<file path="src/rtl/uart_pkg.sv">
// Shared defaults for the UART receive path.
// Frame payload width and receive FIFO geometry.
package uart_pkg;

    localparam int uart_size      = 8;
    localparam int fifo_addr_bits = 4;
    localparam int fifo_afull_lvl = 12;

endpackage

</file>
<file path="src/rtl/fifo_ctrl.sv">
// Receive FIFO control: pointers, occupancy, status flags.
// Sticky error flags survive until reset or clr_err.
module fifo_ctrl
    import uart_pkg::*;
#(
    parameter int addr_bits = fifo_addr_bits,
    parameter int afull_lvl = fifo_afull_lvl
) (
    input  logic                 clk,
    input  logic                 reset,
    input  logic                 wr,
    input  logic                 rd,
    input  logic                 clr_err,
    output logic [addr_bits-1:0] wp,
    output logic [addr_bits-1:0] rp,
    output logic                 we,
    output logic                 empty,
    output logic                 full,
    output logic                 almost_full,
    output logic [addr_bits:0]   count,
    output logic                 overflow,
    output logic                 underflow
);

    localparam logic [addr_bits:0] depth_c = (addr_bits + 1)'(1 << addr_bits);
    localparam logic [addr_bits:0] afull_c = (addr_bits + 1)'(afull_lvl);

    logic               do_rd;
    logic               do_wr;
    logic [addr_bits:0] count_d;
    logic               ovf_d;
    logic               udf_d;

    // Flags come from the registered count, never from pointers.
    always_comb begin
        empty       = (count == '0);
        full        = (count == depth_c);
        almost_full = (count >= afull_c);
    end

    // Accept logic, next occupancy and sticky-flag next state.
    always_comb begin
        do_rd   = rd & ~empty;
        do_wr   = wr & (~full | do_rd);
        we      = do_wr;
        count_d = count;
        unique case ({do_wr, do_rd})
            2'b10:   count_d = count + (addr_bits + 1)'(1);
            2'b01:   count_d = count - (addr_bits + 1)'(1);
            default: count_d = count;
        endcase
        ovf_d = clr_err ? 1'b0 : overflow;
        udf_d = clr_err ? 1'b0 : underflow;
        if (wr && !do_wr) ovf_d = 1'b1;
        if (rd && empty)  udf_d = 1'b1;
    end

    // Pointer, count and error registers.
    always_ff @(posedge clk) begin
        if (reset) begin
            wp        <= '0;
            rp        <= '0;
            count     <= '0;
            overflow  <= 1'b0;
            underflow <= 1'b0;
        end else begin
            if (do_wr) wp <= wp + addr_bits'(1);
            if (do_rd) rp <= rp + addr_bits'(1);
            count     <= count_d;
            overflow  <= ovf_d;
            underflow <= udf_d;
        end
    end

endmodule

</file>
<file path="src/rtl/uart_rx_fifo.sv">
// Receive byte queue between UART receiver and command path.
// First-word-fall-through: head byte shown while non-empty.
module uart_rx_fifo
    import uart_pkg::*;
#(
    parameter int size      = uart_size,
    parameter int addr_bits = fifo_addr_bits,
    parameter int afull_lvl = fifo_afull_lvl
) (
    input  logic               clk,
    input  logic               reset,
    input  logic               wr,
    input  logic [size-1:0]    w_data,
    input  logic               rd,
    input  logic               clr_err,
    output logic [size-1:0]    r_data,
    output logic               empty,
    output logic               full,
    output logic               almost_full,
    output logic [addr_bits:0] count,
    output logic               overflow,
    output logic               underflow
);

    localparam int depth = 1 << addr_bits;

    logic [size-1:0]      mem [depth];
    logic [addr_bits-1:0] wp;
    logic [addr_bits-1:0] rp;
    logic                 we;

    fifo_ctrl #(
        .addr_bits (addr_bits),
        .afull_lvl (afull_lvl)
    ) u_ctrl (
        .clk         (clk),
        .reset       (reset),
        .wr          (wr),
        .rd          (rd),
        .clr_err     (clr_err),
        .wp          (wp),
        .rp          (rp),
        .we          (we),
        .empty       (empty),
        .full        (full),
        .almost_full (almost_full),
        .count       (count),
        .overflow    (overflow),
        .underflow   (underflow)
    );

    // Storage array; contents are left as-is on reset.
    always_ff @(posedge clk) begin
        if (we) mem[wp] <= w_data;
    end

    // Head byte, forced to zero when the queue is empty.
    always_comb begin
        r_data = empty ? '0 : mem[rp];
    end

endmodule

</file>
<file path="config.mk">
export PLATFORM = sky130hd
export DESIGN_NAME = uart_rx_fifo
export DESIGN_NICKNAME = d
export VERILOG_FILES = /design/src/rtl/uart_pkg.sv /design/src/rtl/fifo_ctrl.sv /design/src/rtl/uart_rx_fifo.sv
export SDC_FILE = /design/constraint.sdc
export NUM_CORES = 1
export LEC_CHECK = 0
export ABC_AREA = 1
export BUFFER_PORTS_ARGS = -buffer_cell sky130_fd_sc_hd__buf_2
export CORE_MARGIN = 2
export CORE_UTILIZATION = 35
export CTS_CLUSTER_DIAMETER = 100
export DETAILED_ROUTE_END_ITERATION = 8
export HOLD_SLACK_MARGIN = 0.15
export MAX_ROUTING_LAYER = met4
export PLACE_DENSITY = 0.53
export RECOVER_POWER = 25
export SKIP_LAST_GASP = 1
export SLEW_MARGIN = 5
export SYNTH_ARGS = -nofsm -noshare
export SYNTH_HDL_FRONTEND = slang
export SYNTH_SLANG_ARGS = --single-unit
</file>
<file path="constraint.sdc">
create_clock -name clk -period 2.6 [get_ports clk]
set_clock_uncertainty 0.1 [all_clocks]
set_input_delay 0.52 -clock clk [delete_from_list [all_inputs] [get_ports clk]]
set_output_delay 0.52 -clock clk [all_outputs]
set_load 0.05 [all_outputs]
</file>
==> results by stage <==
Finish:
- The area growth from synthesis to layout is 21.0%.
- The fraction of layout instances using a drive strength above 1 is 14.7%.
- With fillers left out, the area of the finished cells amounts to 7500 um^2.
- Excluding fillers, the count of instances in the completed layout stands at 866.
- The number of filler instances in the final layout is 1639.
- The count of inserted antenna diode cells is 0.
- The end-of-flow core utilization is 43.4%.
- The net count of the finished layout is 651.
- Across the whole layout, storage elements account for 4230 um^2.
- The multi-input logic area is 1780 um^2.

Global route:
- The number of antenna violations at the first check in global routing is 0.
- The first global-routing pass estimated 21.7 mm of wire.
- Global routing finished with a remaining overflow of 0.
- Global routing consumed, over all layers together, 16.1% of the routing resources.
- The maximum number of pins on one net before global-route repair is 33.
- The via count of the first global-routing pass is 4143.

Timing:
- The number of failing hold endpoints at the final stage was 0.
- Timing would allow up to 401 MHz.
- For the pin with the worst max-slew slack, the measured transition is 0.627 ns.
- The number of max-slew violations in the final report is 0.
- The minimum setup slack in the final design is 0.107 ns.
- The worst pin sits at a relative slew slack of 58.2%.
- The final setup violation count is 0.
- The minimum clock period after layout is 2.49 ns.
- Setup total negative slack on the finished layout was measured at 0 ns.
- After layout, the worst path uses 95.9% of the clock period.

Worst setup path:
- For this design, the slowest cell found on the critical path is dfxtp_4.
- The startpoint type of the worst setup path is a flip-flop.
- The startpoint of the lowest-slack register-to-register path is u_ctrl.count[0]$_SDFFE_PP0P_.
- The critical path goes through inv_6 > buf_12 > nand2_1 > nand3_1 > nand3_1 > nand2_1 > nand2_1 > a21oi_4 > buf_6.
- The cell repeated most along the worst path is nand2_1.
- For the worst setup path, the data required time is 1.98 ns.
- The family with the most delay on the worst path is buffers and inverters.
- For this run, the slowest stage of the critical path takes 0.39 ns.
- The critical path in this run is classified as flip-flop to primary output.
- The number of buffers and inverters on the critical path is 3.
- For the worst setup path, the data arrival time is 1.87 ns.
- The kind of end point of the critical path is a primary output.
- The maximum fanout count along the critical path is 17.

Floorplanning:
- After floorplanning, the core was sized to cover 17300 um^2.
- The number of ports placed on the die boundary is 31.
- The die covers 18800 um^2.
- In this run the horizontal extent of the chip is 137 um.
- The die is 137 um tall.
- Row generation in the floorplan step produced 48 rows.
- For this configuration, the core starts out at a cell density of 35.8%.

Place:
- The placed instances occupy a cell area of 6800 um^2.
- Port buffering added 30 buffers.
- The sum of net half-perimeters after detailed placement is 8.96 mm.
- The pre-CTS setup slack is 0.248 ns.
- Once placement completed, the tool counted placed cells totaling 834.
- The final RePlAce weighted congestion is 0.786.

Synthesis:
- The count of flip-flops with a built-in enable after synthesis is 128.
- In this run, distinct cell masters in the synthesized netlist total 21.
- The flip-flop cell with the highest count after synthesis is edfxtp_1.
- The share of the Yosys chip area taken by registers is 68.1%.
- Each instance of the synthesized netlist takes up on average 10.8 um^2.
- The synthesized design contains 147 register bits.
- The post-synthesis net count is 597.
- For this run, asynchronously set or reset flops after synthesis account for 0%.
- The synthesized instance count is 575.
- The number of warning messages in the yosys log is 0.
- Summing every instance area after synthesis gives 6200 um^2.

Clock network:
- The clock insertion delay at the later pin of the skew report is 0.43 ns.
- The clock tree from TritonCTS is built.
- After clock tree synthesis, the flow added hold-fix buffers numbering 0.
- The H-tree generated during clock tree synthesis spans 4 levels.
- After clock tree synthesis, the clock-pin slew on the worst setup and hold paths is 0.06 ns.
- The total clock buffers created by CTS is 17.
- The number of buffers on the longest clock path is 2.
- The tree built by TritonCTS fans out to 147 sinks.
- CTS placed an instance of clkbuf_16 at the clock tree root.

Drt:
- The count of nets left with antenna violations once routing finished came out at 0.
- The ratio of routed vias to standard cells is 4.83.
- In the final routed layout, each cell accounts on average for 15.6 um.
- The first-pass detailed-route iteration total is 4.
- The routed layout has 4184 vias.
- In the routed design, unresolved DRC markers number 0.
- The final layout contains routed wiring with a total length of 13.5 mm.
- The first-iteration detailed-routing DRC count is 313.

Status:
- The run finished with clean final reports.

Hold path:
- The min-delay analysis places its worst path in the category primary input to flip-flop.
- The startpoint identified for the worst hold timing path is clr_err.

Power:
- The reported leakage power is 2.86 nW.
- The worst-case IR drop observed on VDD is 958 uV.
- In this run the power density over the cells is 1080 nW/um^2.

Run:
- Max-cap violations in this run came to 0.
## metrics by stage
step	hold WS, ns	total power (W)
after floorplan	0.347	0.00479
after global placement	0.351	0.00541
after detailed placement	0.353	0.00545
after CTS	0.239	0.00800
after global routing	0.281	0.00852
final	0.260	0.00809
## state kept, by name, summed over array words and instances, names as in the netlist, named ones only
register / cells
mem: 128
u_ctrl.count: 5
u_ctrl.overflow: 1
u_ctrl.rp: 4
u_ctrl.underflow: 1
u_ctrl.wp: 4
## worst register-to-register path: stages (launching register included)
cell and delay (ns):
dfxtp_1 0.36, nor2_1 0.21, nand3_1 0.17, nand2_1 0.15, inv_2 0.09, ha_1 0.28, nand2_1 0.09, inv_1 0.05
nor2_1 0.12, ha_1 0.17, inv_1 0.04, nand2_1 0.09, nand3_1 0.10, nand3b_1 0.09, nand3_1 0.07, nand2_1 0.06
inv_1 0.03
## report_power, final
group,internal (W),total [W],switching (W)
registers,0.00268,0.00279,0.000106
logic,0.000900,0.00282,0.00192
clock network,0.00158,0.00249,0.000903
total,0.00516,0.00809,0.00293
## cells in the mapped netlist, types with 2 or more instances
library cell / count / share of area (%)
nand2_1: 196 / 12
a21oi_1: 22 / 1.8
nand3_1: 106 / 8.6
o21ai_0: 8 / 0.65
xor2_1: 3 / 0.42
edfxtp_1: 128 / 62
inv_2: 2 / 0.12
inv_1: 25 / 1.5
buf_4: 4 / 0.48
xnor2_1: 2 / 0.28
buf_6: 7 / 1.3
ha_1: 9 / 1.8
dfxtp_1: 19 / 6.1
clkbuf_1: 3 / 0.18
nor2_1: 25 / 1.5
buf_2: 11 / 0.89
## cells in the final DEF (no fill, tap or decap), types with 4 or more instances in the layout
| cell | synthesis | routed |
|---|---|---|
| a21oi_1 | 22 | 14 |
| a21oi_4 | 0 | 8 |
| buf_12 | 0 | 4 |
| buf_2 | 11 | 16 |
| buf_4 | 4 | 25 |
| buf_6 | 7 | 5 |
| bufinv_16 | 0 | 4 |
| clkbuf_1 | 3 | 8 |
| clkbuf_16 | 0 | 18 |
| dfxtp_1 | 19 | 17 |
| edfxtp_1 | 128 | 128 |
| ha_1 | 9 | 9 |
| inv_1 | 25 | 25 |
| nand2_1 | 196 | 196 |
| nand3_1 | 106 | 106 |
| nor2_1 | 25 | 25 |
| o21ai_0 | 8 | 8 |
## timing repair
| item | CTS | global route |
|---|---|---|
| cloned | 0 | 1 |
| pin swaps | 0 | 1 |
| gates resized for setup | 8 | 21 |
| endpoints found under the setup margin | 8 | 8 |
| setup buffers | 0 | 0 |
## cell type report
| cell class | count | share of cell area (%) |
|---|---|---|
| sequential | 147 | 56.4 |
| multi-input combinational | 375 | 23.8 |
| timing repair buffer | 60 | 6.62 |
| tap | 225 | 3.75 |
| clock inverter | 12 | 2.19 |
| inverter | 28 | 1.50 |
| clock buffer | 19 | 5.77 |
## final timing paths
kind,to,slack (ns),cells after the start
worst max-delay path,r_data[7],0.11,9
worst min-delay path,u_ctrl.overflow$_SDFFE_PP0P_,0.26,4
worst max register to register,u_ctrl.count[4]$_SDFFE_PP0P_,0.24,16
worst min register to register,u_ctrl.overflow$_SDFFE_PP0P_,0.37,2
## metal layers
metal | GRT usage, % | share of wire, % | up-vias
li1 | - | - | 2077
met1 | 20.6 | 46 | 1995
met2 | 24.9 | 48 | 91
met3 | 3.78 | 4.1 | 21
met4 | 6.01 | 1.8 | 0
met5 | - | 0 | -
## kinds of logic (layout without fill, tap and decap cells)
family	count (synthesis)	in the layout	share of synthesized area (%)
AO/OA/AOI/OAI	31	31	2.54
adder cells (fa/ha/maj)	9	9	1.82
XOR/XNOR	5	5	0.707
flip-flops	147	147	68.1
buffers and inverters	53	119	4.52
AND/OR/NAND/NOR	330	330	22.3
Note: power is estimated with default switching activity, not from simulation.
